### src/rtl/debounce_pkg.sv
// Shared types and default parameters for the two-channel button debouncer.
package debounce_pkg;

   // Per-channel debounce FSM state: two idle levels and two checking states.
   typedef enum logic [1:0] {
      IDLE_LOW   = 2'b00,
      CHECK_HIGH = 2'b01,
      IDLE_HIGH  = 2'b10,
      CHECK_LOW  = 2'b11
   } state_t;

   localparam int DEFAULT_DEBOUNCE_CYCLES = 16;
   localparam int DEFAULT_SYNC_STAGES     = 2;

endpackage

### src/rtl/button_debouncer_if.sv
// Signal bundle between the debouncer and its user: raw switches in, debounced levels out.
// Optional fall pulses appear when DEBOUNCE_FALL_PULSE_EN is defined.
interface button_debouncer_if;

   logic a_raw;
   logic b_raw;
   logic a;
   logic b;
   logic a_rise;
   logic b_rise;
`ifdef DEBOUNCE_FALL_PULSE_EN
   logic a_fall;
   logic b_fall;
`endif
   logic stable;

   modport master (
      output a_raw, b_raw,
      input  a, b, a_rise, b_rise,
`ifdef DEBOUNCE_FALL_PULSE_EN
      input  a_fall, b_fall,
`endif
      input  stable
   );

   modport slave (
      input  a_raw, b_raw,
      output a, b, a_rise, b_rise,
`ifdef DEBOUNCE_FALL_PULSE_EN
      output a_fall, b_fall,
`endif
      output stable
   );

endinterface

### src/rtl/debounce_channel.sv
// One debounce channel: synchronizer chain, level FSM with check counter, edge pulses.
// The fall pulse output exists only when DEBOUNCE_FALL_PULSE_EN is defined.
module debounce_channel
   import debounce_pkg::*;
#(
   parameter int DEBOUNCE_CYCLES = DEFAULT_DEBOUNCE_CYCLES,
   parameter int SYNC_STAGES     = DEFAULT_SYNC_STAGES
) (
   input  logic clk,
   input  logic rst,
   input  logic raw,
   output logic level,
   output logic rise,
`ifdef DEBOUNCE_FALL_PULSE_EN
   output logic fall,
`endif
   output logic idle
);

   localparam int CW = $clog2(DEBOUNCE_CYCLES + 1);
   localparam logic [CW-1:0] COUNT_MAX = CW'(DEBOUNCE_CYCLES);

   logic [SYNC_STAGES-1:0] sync;
   logic                   synced;
   state_t                 state, state_nxt;
   logic [CW-1:0]          count, count_nxt;
   logic                   level_nxt, rise_nxt, fall_nxt;

   // NOTE: sequential state uses non-blocking assignments so every flop samples pre-edge values.
   always_ff @(posedge clk or posedge rst) begin
      if (rst) sync <= '0;
      else     sync <= {sync[SYNC_STAGES-2:0], raw};
   end

   assign synced = sync[SYNC_STAGES-1];

   always_ff @(posedge clk or posedge rst) begin
      if (rst) begin
         state <= IDLE_LOW;
         count <= '0;
         level <= 1'b0;
         rise  <= 1'b0;
      end else begin
         state <= state_nxt;
         count <= count_nxt;
         level <= level_nxt;
         rise  <= rise_nxt;
      end
   end

   // A check commits once the count has reached the limit, so a one-cycle
   // synced pulse still propagates when DEBOUNCE_CYCLES is 1.
   always_comb begin
      // NOTE: every output of this block gets a default first so no latch is inferred.
      state_nxt = state;
      count_nxt = count;
      level_nxt = level;
      rise_nxt  = 1'b0;
      fall_nxt  = 1'b0;
      unique case (state)
         IDLE_LOW: begin
            if (synced) begin
               state_nxt = CHECK_HIGH;
               count_nxt = CW'(1);
            end
         end
         CHECK_HIGH: begin
            if (count >= COUNT_MAX) begin
               state_nxt = IDLE_HIGH;
               count_nxt = '0;
               level_nxt = 1'b1;
               rise_nxt  = 1'b1;
            end else if (!synced) begin
               state_nxt = IDLE_LOW;
               count_nxt = '0;
            end else begin
               count_nxt = count + CW'(1);
            end
         end
         IDLE_HIGH: begin
            if (!synced) begin
               state_nxt = CHECK_LOW;
               count_nxt = CW'(1);
            end
         end
         CHECK_LOW: begin
            if (count >= COUNT_MAX) begin
               state_nxt = IDLE_LOW;
               count_nxt = '0;
               level_nxt = 1'b0;
               fall_nxt  = 1'b1;
            end else if (synced) begin
               state_nxt = IDLE_HIGH;
               count_nxt = '0;
            end else begin
               count_nxt = count + CW'(1);
            end
         end
         default: state_nxt = IDLE_LOW;
      endcase
   end

`ifdef DEBOUNCE_FALL_PULSE_EN
   always_ff @(posedge clk or posedge rst) begin
      if (rst) fall <= 1'b0;
      else     fall <= fall_nxt;
   end
`else
   logic fall_unused;
   assign fall_unused = fall_nxt;
`endif

   assign idle = (state == IDLE_LOW) || (state == IDLE_HIGH);

endmodule

### src/rtl/button_debouncer.sv
// Two independent switch debouncers sharing one clock; STABLE when neither is checking.
// Define DEBOUNCE_FALL_PULSE_EN to add the A_FALL/B_FALL pulse outputs.
module button_debouncer
   import debounce_pkg::*;
#(
   parameter int DEBOUNCE_CYCLES = DEFAULT_DEBOUNCE_CYCLES,
   parameter int SYNC_STAGES     = DEFAULT_SYNC_STAGES
) (
   input  logic               clk,
   input  logic               rst,
   button_debouncer_if.slave  bus
);

   logic idle_a;
   logic idle_b;

   debounce_channel #(
      .DEBOUNCE_CYCLES (DEBOUNCE_CYCLES),
      .SYNC_STAGES     (SYNC_STAGES)
   ) u_chan_a (
      .clk   (clk),
      .rst   (rst),
      .raw   (bus.a_raw),
      .level (bus.a),
      .rise  (bus.a_rise),
`ifdef DEBOUNCE_FALL_PULSE_EN
      .fall  (bus.a_fall),
`endif
      .idle  (idle_a)
   );

   debounce_channel #(
      .DEBOUNCE_CYCLES (DEBOUNCE_CYCLES),
      .SYNC_STAGES     (SYNC_STAGES)
   ) u_chan_b (
      .clk   (clk),
      .rst   (rst),
      .raw   (bus.b_raw),
      .level (bus.b),
      .rise  (bus.b_rise),
`ifdef DEBOUNCE_FALL_PULSE_EN
      .fall  (bus.b_fall),
`endif
      .idle  (idle_b)
   );

   assign bus.stable = idle_a & idle_b;

endmodule

### src/flat_wrapper.sv
// flat-port wrapper written by rule: the top's interface ports become plain ports
module button_debouncer_flat import debounce_pkg::*;
#(
   parameter int DEBOUNCE_CYCLES = DEFAULT_DEBOUNCE_CYCLES,
   parameter int SYNC_STAGES     = DEFAULT_SYNC_STAGES
)
  (clk, rst, bus_a_raw, bus_b_raw, bus_a, bus_b, bus_a_rise, bus_b_rise, bus_stable);
  button_debouncer_if bus_i ();
  input  logic clk;
  input  logic rst;
  input wire logic [$bits(bus_i.a_raw)-1:0] bus_a_raw;
  input wire logic [$bits(bus_i.b_raw)-1:0] bus_b_raw;
  output wire logic [$bits(bus_i.a)-1:0] bus_a;
  output wire logic [$bits(bus_i.b)-1:0] bus_b;
  output wire logic [$bits(bus_i.a_rise)-1:0] bus_a_rise;
  output wire logic [$bits(bus_i.b_rise)-1:0] bus_b_rise;
  output wire logic [$bits(bus_i.stable)-1:0] bus_stable;
  assign bus_i.a_raw = bus_a_raw;
  assign bus_i.b_raw = bus_b_raw;
  assign bus_a = bus_i.a;
  assign bus_b = bus_i.b;
  assign bus_a_rise = bus_i.a_rise;
  assign bus_b_rise = bus_i.b_rise;
  assign bus_stable = bus_i.stable;
  button_debouncer #(.DEBOUNCE_CYCLES(DEBOUNCE_CYCLES), .SYNC_STAGES(SYNC_STAGES)) u_core (.clk(clk), .rst(rst), .bus(bus_i));
endmodule
### config.mk
export PLATFORM = sky130hd
export DESIGN_NAME = button_debouncer_flat
export DESIGN_NICKNAME = d
export VERILOG_FILES = /design/src/rtl/debounce_pkg.sv /design/src/rtl/button_debouncer_if.sv /design/src/rtl/debounce_channel.sv /design/src/rtl/button_debouncer.sv /design/src/flat_wrapper.sv
export SDC_FILE = /design/constraint.sdc
export NUM_CORES = 1
export LEC_CHECK = 0
export CAP_MARGIN = 30
export CORE_MARGIN = 2
export CORE_UTILIZATION = 40
export CTS_CLUSTER_SIZE = 12
export DETAILED_ROUTE_END_ITERATION = 10
export PLACE_DENSITY = 0.57
export SLEW_MARGIN = 15
export SYNTH_ARGS = -nofsm -noshare
export SYNTH_HDL_FRONTEND = slang
export SYNTH_SLANG_ARGS = --single-unit
### constraint.sdc
create_clock -name clk -period 1.5 [get_ports clk]
set_input_delay 0.45 -clock clk [delete_from_list [all_inputs] [get_ports clk]]
set_output_delay 0.45 -clock clk [all_outputs]
set_load 0.02 [all_outputs]
==> impl_metrics.env, run 1 <==
export IMPL_grt_pass1_wl_um=2300
export IMPL_grt_usage_pct=12.0
export IMPL_grt_antenna_before_repair=0
export IMPL_fp_dieArea_mm2=0.00266
export IMPL_yosys_area_top_type="dfrtp_1"
export IMPL_avgSynthCellArea_um2=12.9
export IMPL_grt_max_degree=23
export IMPL_n_antenna_cell=0
export IMPL_startpoint="u_core.u_chan_a.level"
export IMPL_end_kind="output pin"
export IMPL_crit_fanout=2
export IMPL_finalPower_mw=1.06
export IMPL_fin_ws_ns=0.0690
export IMPL_post_route_period_util_pct=95.4
export IMPL_arrival_ns=0.98
export IMPL_cts_root_buf="clkbuf_4"
export IMPL_viasPerCell=4.75
export IMPL_dr_pass1_iters=4
export IMPL_clock_fmax_mhz=699
export IMPL_synth_common_cells="dfrtp_1 (22), o2bb2ai_1 (8), inv_1 (7)"
export IMPL_ys_ff_latch=22
export IMPL_rsz0062_at_grt="no"
export IMPL_antenna_left=0
export IMPL_initialDrtViolationCount=5
export IMPL_post_route_drc_count=0
export IMPL_criticalPathCategory="reg2out"
export IMPL_setup_viol=0
export IMPL_clock_latency_ns=0.30
export IMPL_postLayoutCoreUtil_pct=49.4
export IMPL_postCtsHoldBufs=0
export IMPL_slew_violations=0
export IMPL_ys_seq_area_share_pct=60.8
export IMPL_worstMarginPinSlew_ns=0.309
export IMPL_drv_cap=0
export IMPL_max_stage_delay_ns=0.40
export IMPL_crit_family="flip-flops"
export IMPL_fin_hold_ws_ns=0.363
export IMPL_syn_nets=78
export IMPL_clkSlewWorstSetupHoldPaths_ns=0.11
export IMPL_slew_headroom_pct=79.3
export IMPL_critPathLaunchType="register"
export IMPL_ys_flop_type="dfrtp_1"
export IMPL_finalNonFillerCells=113
export IMPL_dp_cells=109
export IMPL_htreeDepth=1
export IMPL_slowest_stage="dfrtp_1"
export IMPL_syn_area_um2=906
export IMPL_final_cell_area_mm2=0.00107
export IMPL_nets=94
export IMPL_cts_buffer_depth=2
export IMPL_fp_dieW_um=51.6
export IMPL_synth_async_reset_ratio_pct=100
export IMPL_routedWlPerCell_um=11.4
export IMPL_first_global_vias=528
export IMPL_regToRegStartpoint="u_core.u_chan_b.state[1]"
export IMPL_yosysMostFrequentCell="dfrtp_1"
export IMPL_die_h_um=51.6
export IMPL_hpwl_um=947
export IMPL_ioPinCount=9
export IMPL_hold_violations=0
export IMPL_start_util_pct=41.8
export IMPL_min_from="u_core.u_chan_b.sync[0]"
export IMPL_vias=537
export IMPL_routabilityCongestion=0.680
export IMPL_drive_gt1_share_pct=16.5
export IMPL_synth_edf_count=0
export IMPL_cts_sinks=22
export IMPL_netlist_area_leader_share_pct=60.8
export IMPL_finalSetupTns_ns=0
export IMPL_num_rows=17
export IMPL_post_cts_buffers=0
export IMPL_wirelength_um=1290
export IMPL_numCtsBuffers=3
export IMPL_leakage_nw=0.524
export IMPL_min_path_type="reg2reg"
export IMPL_status="complete, no violations"
export IMPL_core_area_mm2=0.00217
export IMPL_cts_tree="yes"
export IMPL_vdd_ir_drop_max_mv=0.482
export IMPL_dpl_instance_area_mm2=0.00104
export IMPL_period_needed_ns=1.43
export IMPL_synth_area_top_cells="dfrtp_1 (61%), o2bb2ai_1 (7.7%), ha_1 (5.5%)"
export IMPL_power_density_mw_per_mm2=984
export IMPL_gr_total_overflow=0
export IMPL_port_buffers=8
export IMPL_cp_num_buf_inv=1
export IMPL_crit_chain="clkdlybuf4s15_1"
export IMPL_yosysWarningCount=0
export IMPL_synth_cell_type_count=15
export IMPL_areaGrowthSynthToFinish_pct=18.4
export IMPL_fin_skew_ns=0.00154
export IMPL_synthCells=70
export IMPL_post_place_ws_ns=-0.0163
export IMPL_post_cts_resized=8
export IMPL_cp_required_ns=1.05
[placed cells by master (no fill, tap or decap), types with 2 or more instances in the layout]
master,n
and2_2,2
o2bb2ai_1,8
clkbuf_4,3
ha_1,4
xor2_1,2
inv_1,7
clkdlybuf4s50_1,3
clkdlybuf4s15_1,2
dfrtp_1,22
o21ai_0,2
nor2_1,5
o21a_1,2
nand3_1,4
buf_4,3
xnor2_1,4
nand3b_2,2
a21o_1,2
nand2_1,2
dlygate4sd2_1,2
xor2_2,2
[routing by layer]
layer,vias up,GRT usage (%),share of wire (%)
met5,-,0,0
met4,0,7.89,1.1
met3,2,2.59,2.6
met2,5,18.4,50
met1,267,15.3,46
li1,263,-,-
[power breakdown]
part | switching, mW | internal, mW
Sequential | 0.0258 | 0.619
Clock | 0.165 | 0.148
Combinational | 0.0511 | 0.0458
[area by class of cell]
| cell class | count | area (um2) |
|---|---|---|
| Inverter | 7 | 26.3 |
| Clock buffer | 4 | 36.3 |
| Multi-Input combinational cell | 41 | 329 |
| Sequential cell | 22 | 551 |
| Timing Repair Buffer | 11 | 95.1 |
| Tap cell | 28 | 35.0 |
| Fill cell | 212 | 1100 |
[state kept, by name, summed over array words and instances (netlist names)]
register               flops
u_core.u_chan_a.sync       2
u_core.u_chan_b.rise       1
u_core.u_chan_a.state      2
u_core.u_chan_b.level      1
u_core.u_chan_a.level      1
u_core.u_chan_b.count      5
u_core.u_chan_a.rise       1
u_core.u_chan_a.count      5
u_core.u_chan_b.sync       2
u_core.u_chan_b.state      2
[path summary, 6_finish.rpt]
kind / slack (ns) / depth (start not counted) / endpoint
min in group asynchronous: 0.46 / 3 / u_core.u_chan_b.sync[0]
worst min register to register: 0.36 / 0 / u_core.u_chan_b.sync[1]
max in group asynchronous: 0.83 / 3 / u_core.u_chan_b.count[1]
worst max-delay path: 0.07 / 1 / bus_a
worst max register to register: 0.33 / 3 / u_core.u_chan_b.count[1]
worst min-delay path: 0.36 / 0 / u_core.u_chan_b.sync[1]
[cell families after synthesis]
| family | Yosys count | share of synthesized area, % |
|---|---|---|
| AO/OA/AOI/OAI | 14 | 12.2 |
| flip-flops | 22 | 60.8 |
| AND/OR/NAND/NOR | 15 | 9.25 |
| XOR/XNOR | 8 | 9.39 |
| adder cells (fa/ha/maj) | 4 | 5.53 |
| buffers and inverters | 7 | 2.90 |
[worst register-to-register path: stages (launching register included)]
cell       delay [ns]
dfrtp_1          0.45
xor2_2           0.22
nor2_1           0.27
o2bb2ai_1        0.16
Power figures use the tool's default switching activity.
==> inputs of run 2 (changes only) <==
--- a/config.mk
+++ b/config.mk
@@ -8,7 +8,6 @@
 export CAP_MARGIN = 30
 export CORE_MARGIN = 2
 export CORE_UTILIZATION = 40
-export CTS_CLUSTER_SIZE = 12
 export DETAILED_ROUTE_END_ITERATION = 10
 export PLACE_DENSITY = 0.57
 export SLEW_MARGIN = 15
==> results of run 2 <==
No change in the layout: final DEF, timing and power equal those of run 1.
